===== config.mk =====
export PLATFORM = sky130hd
export DESIGN_NAME = pose_score_accumulator
export DESIGN_NICKNAME = d
export VERILOG_FILES = /design/src/rtl/pose_score_accumulator.sv
export SDC_FILE = /design/constraint.sdc
export NUM_CORES = 1
export LEC_CHECK = 0
export ABC_AREA = 1
export CORE_ASPECT_RATIO = 0.6
export CORE_MARGIN = 1.5
export CORE_UTILIZATION = 53
export CTS_CLUSTER_DIAMETER = 100
export DETAILED_ROUTE_END_ITERATION = 7
export PLACE_DENSITY = 0.75
export SLEW_MARGIN = 20
export SYNTH_ARGS = -nofsm -noshare
export SYNTH_HDL_FRONTEND = slang
export SYNTH_SLANG_ARGS = --single-unit
export TNS_END_PERCENT = 5

===== constraint.sdc =====
create_clock -name clk_in -period 3.2 [get_ports clk_in]
set_input_delay 0.48 -clock clk_in [delete_from_list [all_inputs] [get_ports clk_in]]
set_output_delay 0.48 -clock clk_in [all_outputs]
set_load 0.005 [all_outputs]

===== src/rtl/pose_score_accumulator.sv =====
// pose_score_accumulator: realigns scorer distances with the delayed user skeleton,
// accumulates clamped distance per frame and computes the mean with a restoring divider.
module pose_score_accumulator #(
    parameter int HRES = 320,
    parameter int VRES = 180,
    parameter int SCORER_LATENCY = 3,
    parameter int CLAMP = 64,
    parameter int THRESHOLD = 8,
    localparam int HWIDTH = $clog2(HRES),
    localparam int VWIDTH = $clog2(VRES),
    localparam int DWIDTH = $clog2(HRES + VRES + 1),
    localparam int CWIDTH = $clog2(HRES * VRES + 1),
    localparam int SWIDTH = $clog2(HRES * VRES * CLAMP + 1)
) (
    input  logic              clk_in,
    input  logic              rst_in,
    input  logic [HWIDTH-1:0] hcount_in,
    input  logic [VWIDTH-1:0] vcount_in,
    input  logic              pixel_in,
    input  logic              valid_in,
    output logic [HWIDTH-1:0] query_hcount_out,
    output logic [VWIDTH-1:0] query_vcount_out,
    input  logic [HWIDTH-1:0] dist_hcount_in,
    input  logic [VWIDTH-1:0] dist_vcount_in,
    input  logic [DWIDTH-1:0] distance_in,
    input  logic              distance_valid_in,
    output logic [DWIDTH-1:0] score_out,
    output logic              match_out,
    output logic              score_valid_out,
    output logic              frame_dropped_out,
    output logic              busy_out
);
    localparam int D = 1 + SCORER_LATENCY;
    localparam int IWIDTH = $clog2(SWIDTH);
    localparam logic [DWIDTH-1:0] CLAMP_D = (CLAMP >= (1 << DWIDTH)) ? {DWIDTH{1'b1}} : DWIDTH'(CLAMP);

    typedef enum logic {A_IDLE, A_ACCUM} acc_t;
    typedef enum logic [1:0] {D_IDLE, D_DIV, D_DONE} div_t;

    acc_t r_acc_state;
    div_t r_div_state;
    logic [D-1:0] r_sr_valid, r_sr_pix;
    logic [HWIDTH-1:0] r_sr_h [D];
    logic [VWIDTH-1:0] r_sr_v [D];
    logic [SWIDTH-1:0] r_sum, r_dvd, r_quo;
    logic [CWIDTH-1:0] r_cnt, r_den, r_rem;
    logic [IWIDTH-1:0] r_iter;
    logic r_bad;

    logic w_first, w_last, w_active, w_mis, w_bad_nxt, w_start, w_ge;
    logic [SWIDTH-1:0] w_dist, w_clip, w_sum_nxt, w_quo_nxt;
    logic [CWIDTH-1:0] w_cnt_nxt, w_rem_nxt;
    logic [CWIDTH:0] w_trial;
    logic [DWIDTH-1:0] w_score;

    assign w_first = r_sr_valid[D-1] && r_sr_h[D-1] == '0 && r_sr_v[D-1] == '0;
    assign w_last = r_sr_valid[D-1] && r_sr_h[D-1] == HWIDTH'(HRES - 1) && r_sr_v[D-1] == VWIDTH'(VRES - 1);
    assign w_active = w_first || (r_acc_state == A_ACCUM && r_sr_valid[D-1]);
    assign w_mis = !distance_valid_in || dist_hcount_in != r_sr_h[D-1] || dist_vcount_in != r_sr_v[D-1];
    assign w_dist = SWIDTH'(distance_in);
    assign w_clip = (w_dist > SWIDTH'(CLAMP)) ? SWIDTH'(CLAMP) : w_dist;
    assign w_sum_nxt = (w_first ? '0 : r_sum) + (r_sr_pix[D-1] ? w_clip : '0);
    assign w_cnt_nxt = (w_first ? '0 : r_cnt) + CWIDTH'(r_sr_pix[D-1]);
    assign w_bad_nxt = (!w_first && r_bad) || w_mis;
    assign w_start = w_active && w_last && !w_bad_nxt;

    assign w_trial = {r_rem, r_dvd[SWIDTH-1]};
    assign w_ge = w_trial >= {1'b0, r_den};
    assign w_rem_nxt = w_ge ? CWIDTH'(w_trial - {1'b0, r_den}) : CWIDTH'(w_trial);
    assign w_quo_nxt = {r_quo[SWIDTH-2:0], w_ge};
    assign w_score = (|w_quo_nxt[SWIDTH-1:DWIDTH]) ? {DWIDTH{1'b1}} : w_quo_nxt[DWIDTH-1:0];
    assign busy_out = r_div_state != D_IDLE;

    always_ff @(posedge clk_in) begin
        r_sr_pix <= {r_sr_pix[D-2:0], pixel_in};
        r_sr_h[0] <= hcount_in;
        r_sr_v[0] <= vcount_in;
        for (int i = 1; i < D; i++) begin
            r_sr_h[i] <= r_sr_h[i-1];
            r_sr_v[i] <= r_sr_v[i-1];
        end
    end

    always_ff @(posedge clk_in) begin
        if (rst_in) begin
            r_sr_valid <= '0;
            query_hcount_out <= '0;
            query_vcount_out <= '0;
            r_acc_state <= A_IDLE;
            r_sum <= '0;
            r_cnt <= '0;
            r_bad <= 1'b0;
            frame_dropped_out <= 1'b0;
        end else begin
            r_sr_valid <= {r_sr_valid[D-2:0], valid_in};
            query_hcount_out <= hcount_in;
            query_vcount_out <= vcount_in;
            frame_dropped_out <= w_active && w_last && w_bad_nxt;
            if (w_active) begin
                r_sum <= w_sum_nxt;
                r_cnt <= w_cnt_nxt;
                r_bad <= w_bad_nxt;
                r_acc_state <= w_last ? A_IDLE : A_ACCUM;
            end
        end
    end

    // The last quotient bit and the result load share one edge so busy drops as the pulse rises.
    always_ff @(posedge clk_in) begin
        if (rst_in) begin
            r_div_state <= D_IDLE;
            r_den <= '0;
            r_dvd <= '0;
            r_rem <= '0;
            r_quo <= '0;
            r_iter <= '0;
            score_out <= '0;
            match_out <= 1'b0;
            score_valid_out <= 1'b0;
        end else begin
            score_valid_out <= 1'b0;
            if (w_start) begin
                r_den <= w_cnt_nxt;
                r_dvd <= w_sum_nxt;
                r_rem <= '0;
                r_quo <= '0;
                r_iter <= IWIDTH'(SWIDTH - 1);
                r_div_state <= (w_cnt_nxt == '0) ? D_DONE : D_DIV;
            end else if (r_div_state == D_DIV) begin
                r_rem <= w_rem_nxt;
                r_quo <= w_quo_nxt;
                r_dvd <= r_dvd << 1;
                r_iter <= r_iter - 1'b1;
                if (r_iter == '0) begin
                    score_out <= w_score;
                    match_out <= 32'(w_score) <= THRESHOLD;
                    score_valid_out <= 1'b1;
                    r_div_state <= D_IDLE;
                end
            end else if (r_div_state == D_DONE) begin
                score_out <= CLAMP_D;
                match_out <= 1'b0;
                score_valid_out <= 1'b1;
                r_div_state <= D_IDLE;
            end
        end
    end
endmodule


==> results.md <==
* Status: complete, no violations
* Routed WL at between 20 and 25 mm
* Share of layout cells above drive strength 1 at 9.405%
* CTS root buf: clkbuf_16
* Sequential share of the synthesized area at a little under half
* Vias in the first global route at between 7000 and 8000
* Fillers at about 1500
* Top cell type by total area after synthesis: dfxtp_1
* Max Root-Sink Buffers at 3
* Fmax at around 330 MHz
* First-pass GRT wire length at ~40 mm
* Final ANT Viol Nets at 0
* Total grt overflow at 0
* Max-capacitance violation count at 0
* Most common cell in the netlist: nand2_1
* CP arrival at between 3 and 4 ns
* Initial antenna violation count at 0
* Startpoint Class: register
* Power Density at roughly 500 mW/mm2
* Max Used Layer: met4
* Max-slew violations at 0
* Initial Utilization at roughly 55%
* Area growth syn-to-layout at 20.64%
* Period Utilization, post-route at between 90% and 100%
* Rel. slew slack at between 40% and 50%
* Synth area leaders: dfxtp_1, nand2_1, inv_1
* # rows at 38
* Synth Flop Type: dfxtp_1
* DRC viols at 0
* Boundary pin count at 78
* IO buf count at 77
* Cell types with the highest counts after synthesis: nand2_1, dfxtp_1, inv_1, nor2_1, nand3_1
* H-tree level count at 1
* Clock sink total at between 200 and 250
* Crit path max fanout at 12
* Tmin final at between 3 and 4 ns
* Core ar. at 0.01831 mm2
* Overall Global Routing Usage at 24.07%
* WP data required at roughly 3.6 ns
* Cts bufs inserted at 22
* Reg-to-reg slack, setup at 0.19 ns
* Hold Crit Class: reg -> reg
* Placed cell area at 0.01121 mm2
* Critical path class: reg -> reg
* Routed met3 length at between 1.5 and 2 mm
* CTS clock-pin slew for the worst setup and hold paths at 0.07 ns
* Pre-antenna DRT Iters at 5
* Yosys reg bits at ~230
* Synth Cell Area at 0.01003 mm2
* DIE AREA at 0.01979 mm2
* EDFF count, synth at 0
* Top cell type's share of synthesized area at between 40 and 50%
* Final core occ at about 66%
* Yosys cell types at 47
* DP HPWL at approximately 17 mm
* Fin nets at around 1500
* Die H at between 100 and 150 um
* Worst skew pair latency at ~0.51 ns
* Final Instance Area at between 0.01 and 0.015 mm2
* Multi-input logic area at 0.004618 mm2
* Antenna Cells at 0
* Initial DRC count at between 700 and 800
* Setup violators final at 0
* Largest net degree at the start of global routing at roughly 50
* Slew @ Worst Pin at 0.8117 ns
* Hold Buf Count CTS at 0
* Met1 WL at roughly 12 mm
* Setup Skew at ~0.022 ns
* Synth warnings at 0
* P_leak at between 5 and 6 nW
* Die width at between 150 and 200 um
* Syn avg cell area at 7.572 um2
* Gpl congestion at around 0.92
* TritonCTS clock tree: done
* Routed WL per cell at 13.99 um
* Crit end category: register
* Async SR Flop Fraction at 0%
* Register area at between 0.004 and 0.005 mm2
* Mapped Cells at about 1300
* Peak supply drop at 0.0004848 V
* Post-DR vias/cell at 5.150
* Hold Violations, Final at 0
* Dpl cells at 1642
* Met2 wire length at about 9.0 mm
* Via count at a little under 9000
* Fin cells at about 1700
## per-stage QoR
stage	setup slack, ns	hold WS [ns]	power, mW	TNS [ns]
6_report	0.1895	0.3059	5.890	0
3_5_place_dp	-0.4621	0.3121	3.198	-5.606
5_1_grt	-0.02017	0.3099	6.075	-0.02017
4_1_cts	0.05184	0.3073	5.934	0
2_1_floorplan	0.09865	0.3096	3.065	0
3_3_place_gp	-0.3297	0.3104	3.194	-3.395
## cell usage in the layout (no fill, tap or decap), types with 8 or more instances in the layout
cell and n:
o22ai_1 15, o21ai_0 49, buf_4 49, clkbuf_16 23, ha_1 29, xnor2_1 20
nand2_1 318, o211ai_1 20, nand3_1 55, a211oi_1 24, dfxtp_1 227, or2_2 9
nor3_1 18, nor2_1 122, inv_1 183, nor2_2 8, a21oi_1 47, xor2_1 21
nand4_1 28, clkdlybuf4s50_1 76, a31oi_1 12
## critical path: stages, from the launching register on
cell and delay (ns):
dfxtp_1 0.31, inv_2 0.10, nand2_1 0.10, nor2_4 0.14, nand2_1 0.11, nor2_4 0.12
nand2_4 0.09, inv_8 0.11, nor2_1 0.06, ha_1 0.37, a21oi_1 0.22, o21ai_2 0.08
buf_4 0.14, a21oi_1 0.20, nor2_1 0.07, nor2_1 0.11, xor2_1 0.23, nor2_1 0.13
o21ai_1 0.14, inv_1 0.06
## metal layers
layer	track usage [%]	vias to the layer above
met2	34.23	297
met3	4.306	29
li1	-	4473
met1	37.40	3884
met5	0	-
met4	5.042	0
## area by class of cell
class                      instances  share of cell area [%]
clock buffer                      30                   5.303
clock inverter                     9                   1.137
inverter                         192                   6.016
multi-input combinational        862                   38.15
sequential                       227                   37.54
tap                              240                   2.481
timing repair buffer             126                   9.365
## path summary, 6_finish.rpt
path | from | end | cells past startpoint
setup / recovery | r_sr_v[3][6] | r_dvd[6] | 19
setup reg to reg | r_sr_v[3][6] | r_dvd[6] | 19
hold reg to reg | r_sr_v[2][1] | r_sr_v[3][1] | 0
hold / removal | r_sr_v[2][1] | r_sr_v[3][1] | 0
## cell families after synthesis
family | after synthesis | share of synthesized area (%)
buffers and inverters | 237 | 9.478
and+or+nand+nor | 594 | 25.71
xor gates and xnor gates | 41 | 3.579
AOI/OAI and AO/OA | 191 | 11.51
adders and majority gates | 34 | 4.390
other | 1 | 0.03738
DFF | 227 | 45.29
## flip-flops by register name (all words and copies together), names as in the netlist, 16 cells and up
signal  count
r_sr_h     36
r_sum      22
r_sr_v     32
r_dvd      22
r_quo      21
r_cnt      16
r_rem      16
r_den      16
## power breakdown
group          switching, mW  internal, mW
Sequential            0.0211          2.89
Clock                   1.09          1.66
Combinational          0.117         0.118
## what timing repair did
item                                    4_1_cts  5_1_grt
resized for setup                             0       17
endpoints found under the setup margin        0       23
buffers inserted                              0        5
Power figures use the tool's default switching activity.
